`config.mk`:
```
export PLATFORM = sky130hd
export DESIGN_NAME = mux4_rr_arbiter_flat
export DESIGN_NICKNAME = d
export VERILOG_FILES = /design/src/rtl/mux4_rr_arbiter_if.sv /design/src/rtl/mux4_rr_arbiter.sv /design/src/flat_wrapper.sv
export SDC_FILE = /design/constraint.sdc
export NUM_CORES = 1
export LEC_CHECK = 0
export BUFFER_PORTS_ARGS = -buffer_cell sky130_fd_sc_hd__buf_4
export CAP_MARGIN = 15
export CORE_ASPECT_RATIO = 1.4
export CORE_MARGIN = 2
export CORE_UTILIZATION = 45
export CTS_CLUSTER_DIAMETER = 100
export DETAILED_ROUTE_END_ITERATION = 7
export PLACE_DENSITY = 0.73
export SKIP_LAST_GASP = 1
export SLEW_MARGIN = 25
export SYNTH_ARGS = -nofsm -noshare
export SYNTH_HDL_FRONTEND = slang
export SYNTH_SLANG_ARGS = --single-unit
```
`constraint.sdc`:
```
create_clock -name clk -period 4.5 [get_ports clk]
set_input_delay 0.675 -clock clk [delete_from_list [all_inputs] [get_ports clk]]
set_output_delay 0.675 -clock clk [all_outputs]
set_load 0.03 [all_outputs]
```
`src/rtl/mux4_rr_arbiter_if.sv`:
```
// Request/grant bundle between four requesters and the shared mux4 arbiter.
// The master side drives the request vector. The slave side (the arbiter) returns
// the grant and the mux select lines.
interface mux4_rr_arbiter_if;
  logic [3:0] req;
  logic [3:0] gnt;
  logic       s1;
  logic       s0;
  logic       active;

  modport master (output req, input gnt, s1, s0, active);
  modport slave  (input req, output gnt, s1, s0, active);
endinterface

```
`src/rtl/mux4_rr_arbiter.sv`:
```
// Round-robin arbiter sharing one mux4 datapath between four requesters.
// It issues a registered one-hot grant and drives the matching mux select {s1,s0}.
// A slot counter limits how long one owner keeps the grant while others wait.
module mux4_rr_arbiter #(
  parameter int SLOT_CYCLES = 4,
  parameter int CNT_W       = 4
) (
  input  logic               clk,
  input  logic               rst,
  mux4_rr_arbiter_if.slave   bus
);

  localparam logic [CNT_W-1:0] CNT_MAX = CNT_W'(SLOT_CYCLES - 1);

  typedef enum logic {IDLE, GRANT} state_t;

  state_t           state_q, state_d;
  logic [3:0]       gnt_q,   gnt_d;
  logic [1:0]       sel_q,   sel_d;
  logic [1:0]       ptr_q,   ptr_d;
  logic [CNT_W-1:0] cnt_q,   cnt_d;

  logic [3:0]       req;
  logic [3:0]       others;
  logic [1:0]       idle_idx;
  logic [1:0]       rot_idx;

  // Convert a 2-bit index into a one-hot vector.
  function automatic logic [3:0] onehot(input logic [1:0] idx);
    return 4'b0001 << idx;
  endfunction

  // Find the first set bit of r, searching start, start+1, ... (mod 4).
  // The loop runs downwards so that the nearest hit is assigned last.
  function automatic logic [1:0] rr_pick(input logic [3:0] r, input logic [1:0] start);
    logic [1:0] res;
    logic [1:0] cand;
    res = start;
    for (int k = 3; k >= 0; k--) begin
      cand = start + 2'(k);
      if (r[cand]) res = cand;
    end
    return res;
  endfunction

  assign req      = bus.req;
  // The other requesters are everyone except the current owner (sel_q in GRANT).
  assign others   = req & ~onehot(sel_q);
  assign idle_idx = rr_pick(req, ptr_q);
  assign rot_idx  = rr_pick(others, sel_q + 2'd1);

  // State and output registers. Every output is taken from a flop, so req has no path to an output.
  always_ff @(posedge clk) begin
    if (rst) begin
      state_q <= IDLE;
      gnt_q   <= '0;
      sel_q   <= '0;
      ptr_q   <= '0;
      cnt_q   <= '0;
    end else begin
      state_q <= state_d;
      gnt_q   <= gnt_d;
      sel_q   <= sel_d;
      ptr_q   <= ptr_d;
      cnt_q   <= cnt_d;
    end
  end

  // Next-state logic. A release takes priority over slot expiry.
  always_comb begin
    state_d = state_q;
    gnt_d   = gnt_q;
    sel_d   = sel_q;
    ptr_d   = ptr_q;
    cnt_d   = cnt_q;
    unique case (state_q)
      IDLE: begin
        if (|req) begin
          state_d = GRANT;
          gnt_d   = onehot(idle_idx);
          sel_d   = idle_idx;
          ptr_d   = idle_idx + 2'd1;
          cnt_d   = '0;
        end
      end
      GRANT: begin
        if (!req[sel_q]) begin
          if (|others) begin
            gnt_d = onehot(rot_idx);
            sel_d = rot_idx;
            ptr_d = rot_idx + 2'd1;
            cnt_d = '0;
          end else begin
            // Go idle. The select lines keep pointing at the last owner.
            state_d = IDLE;
            gnt_d   = '0;
            cnt_d   = '0;
          end
        end else if ((cnt_q == CNT_MAX) && (|others)) begin
          gnt_d = onehot(rot_idx);
          sel_d = rot_idx;
          ptr_d = rot_idx + 2'd1;
          cnt_d = '0;
        end else if (cnt_q != CNT_MAX) begin
          cnt_d = cnt_q + 1'b1;
        end
      end
      default: begin
        state_d = IDLE;
        gnt_d   = '0;
      end
    endcase
  end

  assign bus.gnt    = gnt_q;
  assign bus.s1     = sel_q[1];
  assign bus.s0     = sel_q[0];
  assign bus.active = |gnt_q;

endmodule
```
`src/flat_wrapper.sv`:
```
// flat-port wrapper written by rule: the top's interface ports become plain ports
module mux4_rr_arbiter_flat 
#(
  parameter int SLOT_CYCLES = 4,
  parameter int CNT_W       = 4
)
  (clk, rst, bus_req, bus_gnt, bus_s1, bus_s0, bus_active);
  mux4_rr_arbiter_if bus_i ();
  input  logic clk;
  input  logic rst;
  input wire logic [$bits(bus_i.req)-1:0] bus_req;
  output wire logic [$bits(bus_i.gnt)-1:0] bus_gnt;
  output wire logic [$bits(bus_i.s1)-1:0] bus_s1;
  output wire logic [$bits(bus_i.s0)-1:0] bus_s0;
  output wire logic [$bits(bus_i.active)-1:0] bus_active;
  assign bus_i.req = bus_req;
  assign bus_gnt = bus_i.gnt;
  assign bus_s1 = bus_i.s1;
  assign bus_s0 = bus_i.s0;
  assign bus_active = bus_i.active;
  mux4_rr_arbiter #(.SLOT_CYCLES(SLOT_CYCLES), .CNT_W(CNT_W)) u_core (.clk(clk), .rst(rst), .bus(bus_i));
endmodule
```
==> impl_metrics.tcl <==
set metrics [dict create \
    fmax_mhz 358 \
    row_count 20 \
    critPathSlowestCell "dfxtp_1" \
    cp_cell_sequence "inv_1, ha_1, or3b_2, a21oi_1, a311o_1, and2_1, a31oi_1, o311a_1" \
    synth-seq-cells 13 \
    critPathArrivalTime_ns 2.96 \
    io_buffers 12 \
    seqPwrFrac 0.324 \
    postCtsHoldBufs 0 \
    p_total_uw 501 \
    syn_nets 141 \
    hold_class "flip-flop to flip-flop" \
    die_w_microns 44.3 \
    netSwitchingPower_uw 220 \
    synth.largest_area_cell "dfxtp_1" \
    seqCellArea_sq_um 260 \
    setup_violations 0 \
    swShare 0.439 \
    maxCapViolCount 0 \
    fillers 217 \
    fin_skew_ns 0.000359 \
    cellPowerDensity_nw_per_um2 440 \
    worst_pin_slew_ns 0.708 \
    synth_area_leaders "dfxtp_1 25%, ha_1 6.1%, nor2_1 5.1%" \
    pwr-share-clk 0.144 \
    cts_made_buffers 3 \
    design.core.area_sq_um 2150 \
    final_max_slew_viol_count 0 \
    grt_pass1_vias 964 \
    dp.cells 159 \
    synth_cells 130 \
    drt_iter0_markers 41 \
    internal-power_uw 281 \
    drc 0 \
    clockRootBuffer "clkbuf_4" \
    ys_warn_count 0 \
    synth_ff_type "dfxtp_1" \
    irDropWorstVdd_uv 269 \
    area_delta_synth_final_pct 11.4 \
    ys_seq_area_frac 0.255 \
    slew_headroom 0.522 \
    die_y_microns 60.4 \
    gp_congestion 0.887 \
    clkTransAtPathRegs_ns 0.08 \
    status "finished clean" \
    cpPeakStageDelay_ns 0.57 \
    startpoint_type "flip-flop" \
    period_needed_ns 2.79 \
    grt.overflow.total 0 \
    dp_worst_setup_slack_ns 1.76 \
    multi_input_area_sq_um 703 \
    wl_met3_microns 104 \
    finalCritPeriodShare 0.620 \
    n_antenna_cell 0 \
    worstPathMaxFanout 12 \
    hold_viol_final 0 \
    final.setup.tns_ns 0 \
    dpl.hpwl_mm 1.93 \
    crit_path_end_kind "flip-flop" \
    drt-wirelength-per-cell_microns 15.4 \
    postSynthAreaPerCell_sq_um 7.85 \
    critPathKind "flip-flop to flip-flop" \
    layout.cells.non_filler 163 \
    clock-sinks 13 \
    fin_ws_ns 1.71 \
    grt_max_degree 16 \
    dieArea_sq_um 2670 \
    start_util 0.474 \
    grt_use_total 0.209 \
    rsz0062_at_grt "false" \
    final_common_cell "nor2_1" \
    routed_wl_mm 2.50 \
    layout-drive-gt1-share 0.163 \
    cts_tree "yes" \
    synth-edff-count 0 \
    vias 1020 \
    hold_ws_ns 0.496 \
    mostFrequentLayoutCells "14 x nor2_1, 13 x dfxtp_1, 12 x buf_4" \
    synth_top_area_frac 0.255 \
    async_flop_share 0 \
    vias_per_cell 6.26 \
    post_cts_buffers 0 \
    wl_met2_mm 1.28 \
    cp.required_ns 4.67 \
    drtAntennaViolNets 0 \
    yosysUniqueCellTypes 44 \
    nets 153 \
    synth_area_sq_um 1020 \
    met1_length_mm 1.08 \
    path_delay_family "compound AO/OA/AOI/OAI gates" \
    cts_resized 0 \
    routed.top_layer "met4" \
    ioPinCount 13 \
    drt-pass1-iter-count 4 \
    htreeDepth 1 \
    p_comb_frac 0.532 \
    leakage_nw 0.453 \
    grt_pass1_wl_mm 4.24 \
    clk_latency_ns 0.27 \
    antenna_found_initial 0 \
    clockBufferDepth 2 \
    critPathBufInv 1 \
]
[final cells by class]
| cell class | instances | share of cell area |
|---|---|---|
| multi-input combinational | 104 | 0.618 |
| sequential | 13 | 0.229 |
| timing repair buffer | 12 | 0.0792 |
| inverter | 8 | 0.0264 |
| tap | 22 | 0.0242 |
| clock buffer | 4 | 0.0231 |
[cell families (layout without fill, tap and decap cells)]
logic type,Yosys count,after routing,share of synthesized area
simple gates,58,58,0.330
compound gates,38,38,0.259
flops,13,13,0.255
buf+inv,13,24,0.0564
fa+ha+maj,5,5,0.0613
xor+xnor,2,2,0.0172
mux,1,1,0.0221
[state kept, by name, summed over array words and instances (netlist names)]
signal	flops
u_core.bus.gnt	4
u_core.cnt_q	4
u_core.ptr_q	2
u_core.sel_q	2
u_core.state_q	1
[final timing paths]
path / from / end / slack [ns] / cells past startpoint
worst max-delay path: u_core.sel_q[0] / u_core.ptr_q[1] / 1.71 / 8
worst min-delay path: u_core.bus.gnt[0] / u_core.bus.gnt[0] / 0.50 / 2
worst max register to register: u_core.sel_q[0] / u_core.ptr_q[1] / 1.71 / 8
worst min register to register: u_core.bus.gnt[0] / u_core.bus.gnt[0] / 0.50 / 2
[per-stage QoR]
step,cell area [sq um],utilization
after global placement,1110,0.516
after global routing,1140,0.528
after floorplan,1020,-
final,1140,0.528
after detailed placement,1110,0.516
after CTS,1140,0.528
[per-layer routing]
layer  vias to the layer above  global-route usage
li1                        499                   -
met1                       477               0.264
met2                        38               0.355
met3                         6              0.0119
met4                         0               0.108
met5                         -                   0
[power groups by stage]
stage	registers (mW)	clock network, mW	logic, mW
floorplan	0.176	0	0.179
global placement	0.164	0	0.259
detailed placement	0.165	0	0.262
CTS	0.162	0.0727	0.264
global route	0.165	0.0774	0.292
finish	0.162	0.0720	0.266
[worst min-delay path, delay by kind of cell (launching register included)]
| kind | cells | cell delay (ns) |
|---|---|---|
| flip-flops | 1 | 0.33 |
| AO/OA/AOI/OAI | 1 | 0.06 |
| AND/OR/NAND/NOR | 1 | 0.07 |
[Yosys cell counts, drive strengths merged, types with 2 or more instances]
master  number
dfxtp       13
xor2         2
inv          8
ha           5
nand2        7
a211oi       3
and2         6
o311a        2
and2b        2
a211o        3
clkbuf       3
nor4         2
buf          2
or4          2
nor3         6
or3b         2
a31oi        4
o41ai        2
o211ai       2
nor2b        8
a21oi        8
nor2        14
o21ai        7
nand2b       2
Note: power is estimated with default switching activity, not from simulation.
